$ cat src/rtl/mem_port_arbiter.sv
// Shares one single-ported, fixed-latency memory between the fetch and data ports.
// Data wins by default; a starvation guard forces a fetch after STARVE_LIMIT data grants.
module mem_port_arbiter #(
   parameter int unsigned LATENCY      = 1,
   parameter int unsigned STARVE_LIMIT = 4
) (
   input  logic        clk,
   input  logic        rst,
   input  logic        if_req,
   input  logic [31:0] if_addr,
   output logic [31:0] if_rdata,
   output logic        if_valid,
   output logic        if_err,
   input  logic        dm_req,
   input  logic        dm_we,
   input  logic [31:0] dm_addr,
   input  logic [31:0] dm_wdata,
   output logic [31:0] dm_rdata,
   output logic        dm_valid,
   output logic        dm_err,
   output logic        mem_en,
   output logic        mem_we,
   output logic [31:0] mem_addr,
   output logic [31:0] mem_wdata,
   input  logic [31:0] mem_rdata,
   output logic        busy
);
   localparam int unsigned   CW    = 4;
   localparam logic [CW-1:0] LAT_C = CW'(LATENCY);
   localparam logic [CW-1:0] LIM_C = CW'(STARVE_LIMIT);

   typedef enum logic [1:0] {IDLE, ISSUE, WAIT, DONE} state_t;

   state_t        r_state;
   logic [CW-1:0] r_cnt;
   logic [CW-1:0] r_starve;
   logic          r_sel_dm;
   logic          r_we;
   logic [31:0]   r_if_rdata;
   logic [31:0]   r_dm_rdata;
   logic          r_if_valid;
   logic          r_if_err;
   logic          r_dm_valid;
   logic          r_dm_err;
   logic          r_mem_en;
   logic          r_mem_we;
   logic [31:0]   r_mem_addr;
   logic [31:0]   r_mem_wdata;
   logic          r_busy;

   // Winner selection, only consumed in IDLE
   logic        w_any;
   logic        w_pick_dm;
   logic [31:0] w_addr;
   logic        w_we;
   logic [31:0] w_wdata;
   logic        w_mis;

   assign w_any     = if_req | dm_req;
   assign w_pick_dm = dm_req & ~(if_req & (r_starve == LIM_C));
   assign w_addr    = w_pick_dm ? dm_addr : if_addr;
   assign w_we      = w_pick_dm & dm_we;
   assign w_wdata   = w_pick_dm ? dm_wdata : 32'h0;
   assign w_mis     = (w_addr[1:0] != 2'b00);

   always_ff @(posedge clk or posedge rst) begin
      if (rst) begin
         r_state     <= IDLE;
         r_cnt       <= '0;
         r_starve    <= '0;
         r_sel_dm    <= 1'b0;
         r_we        <= 1'b0;
         r_if_rdata  <= '0;
         r_dm_rdata  <= '0;
         r_if_valid  <= 1'b0;
         r_if_err    <= 1'b0;
         r_dm_valid  <= 1'b0;
         r_dm_err    <= 1'b0;
         r_mem_en    <= 1'b0;
         r_mem_we    <= 1'b0;
         r_mem_addr  <= '0;
         r_mem_wdata <= '0;
         r_busy      <= 1'b0;
      end else begin
         case (r_state)
            IDLE: begin
               if (w_any) begin
                  r_sel_dm <= w_pick_dm;
                  r_we     <= w_we;
                  r_busy   <= 1'b1;
                  if (!w_pick_dm) begin
                     r_starve <= '0;
                  end else if (if_req) begin
                     if (r_starve != LIM_C) r_starve <= r_starve + CW'(1);
                  end else begin
                     r_starve <= '0;
                  end
                  // Misaligned accesses complete immediately without touching memory
                  if (w_mis) begin
                     r_state    <= DONE;
                     r_if_valid <= ~w_pick_dm;
                     r_if_err   <= ~w_pick_dm;
                     r_dm_valid <= w_pick_dm;
                     r_dm_err   <= w_pick_dm;
                  end else begin
                     r_state     <= ISSUE;
                     r_mem_en    <= 1'b1;
                     r_mem_we    <= w_we;
                     r_mem_addr  <= {w_addr[31:2], 2'b00};
                     r_mem_wdata <= w_wdata;
                  end
               end else begin
                  r_starve <= '0;
               end
            end
            ISSUE: begin
               r_mem_en <= 1'b0;
               r_mem_we <= 1'b0;
               r_cnt    <= LAT_C;
               r_state  <= WAIT;
            end
            WAIT: begin
               r_cnt <= r_cnt - CW'(1);
               if (r_cnt == CW'(1)) begin
                  if (!r_we) begin
                     if (r_sel_dm) r_dm_rdata <= mem_rdata;
                     else          r_if_rdata <= mem_rdata;
                  end
                  r_if_valid <= ~r_sel_dm;
                  r_dm_valid <= r_sel_dm;
                  r_state    <= DONE;
               end
            end
            DONE: begin
               r_if_valid <= 1'b0;
               r_if_err   <= 1'b0;
               r_dm_valid <= 1'b0;
               r_dm_err   <= 1'b0;
               r_busy     <= 1'b0;
               r_state    <= IDLE;
            end
            default: r_state <= IDLE;
         endcase
      end
   end

   assign if_rdata  = r_if_rdata;
   assign if_valid  = r_if_valid;
   assign if_err    = r_if_err;
   assign dm_rdata  = r_dm_rdata;
   assign dm_valid  = r_dm_valid;
   assign dm_err    = r_dm_err;
   assign mem_en    = r_mem_en;
   assign mem_we    = r_mem_we;
   assign mem_addr  = r_mem_addr;
   assign mem_wdata = r_mem_wdata;
   assign busy      = r_busy;

endmodule
$ cat config.mk
export PLATFORM = sky130hd
export DESIGN_NAME = mem_port_arbiter
export DESIGN_NICKNAME = d
export VERILOG_FILES = /design/src/rtl/mem_port_arbiter.sv
export SDC_FILE = /design/constraint.sdc
export NUM_CORES = 1
export LEC_CHECK = 0
export BUFFER_PORTS_ARGS = -buffer_cell sky130_fd_sc_hd__buf_2
export CORE_ASPECT_RATIO = 0.7
export CORE_MARGIN = 2
export CORE_UTILIZATION = 49
export CTS_BUF_LIST = sky130_fd_sc_hd__clkbuf_8
export DETAILED_ROUTE_END_ITERATION = 10
export GPL_TIMING_DRIVEN = 0
export PLACE_DENSITY = 0.83
export SLEW_MARGIN = 25
export SYNTH_ARGS = -nofsm -noshare
export SYNTH_HDL_FRONTEND = slang
export SYNTH_SLANG_ARGS = --single-unit
$ cat constraint.sdc
create_clock -name clk -period 7.5 [get_ports clk]
set_input_delay 0.75 -clock clk [delete_from_list [all_inputs] [get_ports clk]]
set_output_delay 0.75 -clock clk [all_outputs]
set_load 0.03 [all_outputs]
; ---- After elaboration in Yosys (flattened, before gate mapping)
; Index checks and enable logic that the tools add are counted.
[op_classes]
n_reduce_logical = 16
n_bitwise = 9
eq_ne = 11
mux = 29
addsub = 2
[op_table]
columns = cell, n
row1 = 2-to-1 mux 32 bit, 2
row2 = 2-to-1 mux 4 bit, 4
row3 = AND reduction 4 bit, 3
row4 = 2-to-1 mux 1 bit, 11
row5 = case mux 1 bit (2 select lines), 5
row6 = AND reduction 3 bit, 3
row7 = != test 2 bit (second input constant), 4
row8 = != test 4 x 3 -> 1 bit (second input constant), 2
row9 = case mux 2 bit (4 select lines), 1
row10 = case mux 4 bit (2 select lines), 1
row11 = AND reduction 2 bit, 4
row12 = nonzero test 2 bit, 4
row13 = 2-to-1 mux 2 bit, 3
row14 = case mux 1 bit (3 select lines), 2
row15 = inverter 1 bit, 5
row16 = adder 4 x 1 -> 4 bit (second input constant), 1
row17 = == test 2 bit (second input constant), 2
row18 = == test 4 x 1 -> 1 bit (second input constant), 1
row19 = == test 4 x 3 -> 1 bit (second input constant), 1
row20 = subtractor 4 x 1 -> 4 bit (second input constant), 1
row21 = bitwise AND 1 bit, 3
row22 = nonzero test 3 bit, 1
row23 = == test 2 x 1 -> 1 bit (second input constant), 1
row24 = zero test 2 bit, 1
row25 = OR 1 bit, 1
[totals]
output_inout_bits = 135
reg_bits = 145

; ---- Longest topological paths before layout
[depth]
word_depth = 9
depth_mapped = 9

; ---- Least setup slack after synthesis
; OpenSTA, ideal clock, no wires.
[synth_timing]
path_kind = input port to flip-flop
start = input if_req
end = register r_mem_wdata[10], in the netlist mem_wdata[10]
path_stages = 7
n_path_buf = 3
setup_slack_ns = 5.242
arrival_ns = 2.137
path_cell_list = buf_4 -> nand4b_2 -> a2111o_1 -> and2_1 -> buf_6 -> buf_2 -> a22o_1
[synth_via]
elab_chain_len = 7
word_cells_on_any_way = 9
cone_classes = 2 x mux / 5 x bitwise / 2 x reduce/logical
[synth_rtl]
columns = element, line
row1 = "start, declared", 9  ; input logic if_req,
row2 = bitwise AND 1 bit, 60  ; assign w_pick_dm = dm_req & ~(if_req & (r_starve == LIM_C));
row3 = inverter 1 bit, 60
row4 = bitwise AND 1 bit, 60
row5 = 2-to-1 mux 32 bit, 61  ; assign w_addr = w_pick_dm ? dm_addr : if_addr;
row6 = nonzero test 2 bit, 64  ; assign w_mis = (w_addr[1:0] != 2'b00);
row7 = inverter 1 bit (no source line), n/a
row8 = AND reduction 3 bit (no source line), n/a
row9 = "end signal, assigned", 110  ; r_mem_wdata <= w_wdata;
row10 = "end, declared", 48  ; logic [31:0] r_mem_wdata;
; Several ways; a longest one is shown, not always the timed one.
; A chain may end at the register's enable or synchronous reset.

; ---- Worst setup path in the final report
[layout_timing]
start = register r_state[0]
end = register r_mem_wdata[0], in the netlist mem_wdata[0]
[layout_via]
elab_chain_len = 2
[layout_rtl]
columns = element, line
row1 = "start, declared", 34  ; state_t r_state;
row2 = "start signal, assigned", 68  ; r_state <= IDLE;
row3 = "start signal, assigned", 100  ; r_state <= DONE;
row4 = "start signal, assigned", 106  ; r_state <= ISSUE;
row5 = zero test 2 bit, 85  ; case (r_state)
row6 = AND reduction 3 bit (no source line), n/a
; No other way between the ends.

==> summary.md <==
| Metric | Value |
|---|---|
| Via count of the first global-routing pass | 5156 |
| Number of unique standard cell types used by synthesis | 41 |
| Die Y | around 97 um |
| DRC errors left | 0 |
| Overall Global Routing Usage | 24.97% |
| Routed via count | 4927 |
| Overall power of the completed layout | 3960 uW |
| Number of ports placed on the die boundary | 268 |
| Total placed instance area | 7605 um^2 |
| Die Span X | 136.8 um |
| Cell area after layout | ~8000 um^2 |
| Port buffer count | 263 |
| Count of final hold-check violations | 0 |
| Area Overhead vs Synth | 32.74% |
| Setup crit start kind | flip-flop |
| # fillers | 920 |
| Core area | approximately 12000 um^2 |
| Final weighted congestion of routability-driven global placement | 0.9290 |
| Setup-violating endpoint count in the final report | 0 |
| Static Leak | 0.004125 uW |
| Crit path time final | 2.670 ns |
| Post-Place Cells | 885 |
| Sequential cell area | 3628 um^2 |
| Count of synthesis-stage warnings from yosys | 0 |
| #FFs+latches synth | 145 |
| Highest-delay cell along the critical path | nor3_1 |
| Cell with the most instances after synthesis | dfrtp_1 |
| Cell taking the most area after synthesis | dfrtp_1 |
| Die footprint | 13270 um^2 |
| Number of buffers between clock root and the deepest sink | 2 |
| Post-layout net count | a little under 900 |
| Std cell rows | 33 |
| Biggest cell delay along the critical path | 0.64 ns |
| Largest cells by area after synthesis | dfrtp_1, mux2_2, mux2i_1 |
| Post-detail-place hpwl | 12.42 mm |
| Fraction of final layout cells with drive strength greater than 1 | 50.00% |
| R2R setup slack | 4.83 ns |
| Routed length per placed instance | 17.70 um |
| Post-synthesis share of cell area spent on and, or, nand and nor gates | 5.850% |
| Area fraction in compound gates after synthesis | 11.20% |
| Element type at the critical path end | flip-flop |
| Number of detailed-routing iterations run before antenna repair | 5 |
| Dominant register cell in the synthesized netlist | dfrtp_1 |
| Synthesized area per cell | ~13 um^2 |
| Remaining antenna violation count after routing | 0 |
| Largest net degree at the start of global routing | between 90 and 100 |
| Clock-pin transition on the worst setup and hold timing paths | about 0.080 ns |
| Post-detailed-routing wire length | 16.20 mm |
| Portion of synthesized cell area occupied by the leading cell type | roughly three fifths |
| Synthesized area | 6053 um^2 |
| Count of antenna diodes in the layout | 0 |
| Sequential share of the synthesized area | between 50% and 60% |
| Fmax achieved | 374.5 MHz |
| Library cell used as clock root buffer | clkbuf_8 |
| Xor-xnor portion of the synthesized cell area | 0% |
| Number of cell instances on the worst register-to-register path | 7 |
| Worst rel slew slack | 49.93% |
| Destination of the worst register-to-register timing path | mem_wdata[0]$_DFFE_PP0P_ |
| Number of clock sinks | about 150 |
| Area used by multi-input combinational logic | 2216 um^2 |
| Total Neg Setup Slack | 0 ns |
| Min-Delay Path Class | input port to asynchronous set/reset pin |
| Share of synthesized registers carrying an async set or reset | 100.0% |
| Drt first-iter violations | 351 |
| Post-cts sizing count | 0 |
| Wire length of the first global-routing pass | 25.88 mm |
| Adder-cell share of the synthesized area | 1.860% |
| Final instance count without filler cells | between 900 and 1000 |
| Hold bufs inserted after CTS | 0 |
| Fin util | 67.57% |
| Vias per inst | 5.385 |
| Biggest fanout along the worst timing path | 10 |
| Total CTS buffers | 17 |
| Arrival time worst endpoint | 3.04 ns |
| Multiplexer fraction of the synthesized cell area | 17.57% |
| Unrepaired setup endpoints after global routing | false |
| Worst VDD drop | 0.2609 mV |
| Most frequent cells after synthesis | dfrtp_1, mux2_2, a22o_1, nand3_1, mux2i_1 |
| Setup fix buffers added after clock tree synthesis | 0 |
| Number of enable flip-flop cells after synthesis | 0 |
| Status | finished, final reports clean |
| Dominant combinational cell family by area after synthesis | multiplexers |
| Reg-to-reg startpoint | r_state[0]$_DFFE_PP0P_ |
| Critical path, cell by cell | inv_1 -> ha_1 -> buf_2 -> o21ai_1 -> nor3_1 -> clkbuf_1 -> a22o_1 |
| Largest clock skew in the final design | between 0.01 and 0.015 ns |
| Setup Crit Path Kind | flip-flop to flip-flop |
| TritonCTS clock tree | done |
| Max-capacitance violation count | 0 |
| Slew at the pin closest to its max-slew limit | 0.7511 ns |
| Clock network latency to the later pin of the worst-skew pair | 0.43 ns |
| Pwr/cell area | 492.9 nW/um^2 |
| Required time at the endpoint of the critical path | 7.87 ns |
| H-tree level count | 4 |
| Period Utilization, post-route | 35.60% |
| Fin. max-slew vios | 0 |
| Synth Instances | 463 |
| Aggregate global routing overflow | 0 |
| Antenna violations before repair | 0 |
| Initial core utilization | 50.90% |
-- cell type report --
type	count	area share, %
Multi-Input combinational cell	273	27.58
Sequential cell	145	45.16
Clock buffer	18	3.083
Inverter	14	0.7474
Timing Repair Buffer	264	16.72
Clock inverter	12	2.273
Tap cell	157	2.445
Buffer	32	1.993
-- logic make-up (layout without fill, tap and decap cells) --
kind of cell | after synthesis | after routing
DFF | 145 | 145
and+or+nand+nor | 67 | 67
buffers and inverters | 46 | 340
other | 1 | 2
adders and majority gates | 9 | 9
muxes | 98 | 98
AOI/OAI and AO/OA | 97 | 97
-- flip-flops by register name, summed over array words and instances (netlist names), 2 cells and up --
name and flops:
if_rdata 32, r_cnt 4, r_starve 4, r_state 2, mem_wdata 32, dm_rdata 32
mem_addr 30
-- per-stage QoR --
stage | setup slack, ns | hold slack, ns
after global routing | 4.689 | 0.3324
final | 4.830 | 0.3279
after CTS | 4.820 | 0.3179
after floorplan | 2.855 | 0.4663
after detailed placement | 4.648 | 0.4754
after global placement | 1.602 | 0.4623
-- worst max-delay path by stage --
stage | start | endpoint | slack [ns]
floorplan | rst | busy$_DFFE_PP0P_ | 2.86
global placement | rst | mem_wdata[19]$_DFFE_PP0P_ | 1.60
detailed placement | if_req | mem_wdata[0]$_DFFE_PP0P_ | 4.65
CTS | r_state[0]$_DFFE_PP0P_ | mem_wdata[0]$_DFFE_PP0P_ | 4.82
global route | r_state[1]$_DFFE_PP0P_ | mem_wdata[4]$_DFFE_PP0P_ | 4.69
finish | r_state[0]$_DFFE_PP0P_ | mem_wdata[0]$_DFFE_PP0P_ | 4.83
-- layout by cell type (no fill, tap or decap), types with 3 or more instances in the layout --
master        n
bufinv_16     4
o31ai_1       3
inv_1        13
a21oi_1       5
ha_1          9
o21ai_0       7
nor2_1        5
o22ai_1       3
clkbuf_8     18
nor3_1        4
buf_1         4
buf_4         6
clkbuf_1     13
nand3_1      33
a22o_1       33
o21ai_1      31
o2bb2ai_1     4
clkinvlp_4    3
mux2i_1      32
buf_2       271
nand2_1      11
dfrtp_1     145
mux2_2       64
-- metal layers --
layer  vias up  track usage [%]  routed length (um)
met4         0            7.534                 265
met5         -                0                   0
met1      2437            31.88                6693
met3        32            7.180                1223
met2       217            41.27                8015
li1       2241                -                   -
-- power breakdown --
part	switching (uW)	internal (uW)
Combinational	1250	678
Sequential	212	1160
Clock	295	370
-- critical path, delay by kind of cell, from the launching register on --
family | cells | cell delay [ns]
adders and majority gates | 1 | 0.15
and+or+nand+nor | 1 | 0.64
buffers and inverters | 3 | 0.91
AOI/OAI and AO/OA | 2 | 0.49
DFF | 1 | 0.42
Power figures use the tool's default switching activity.
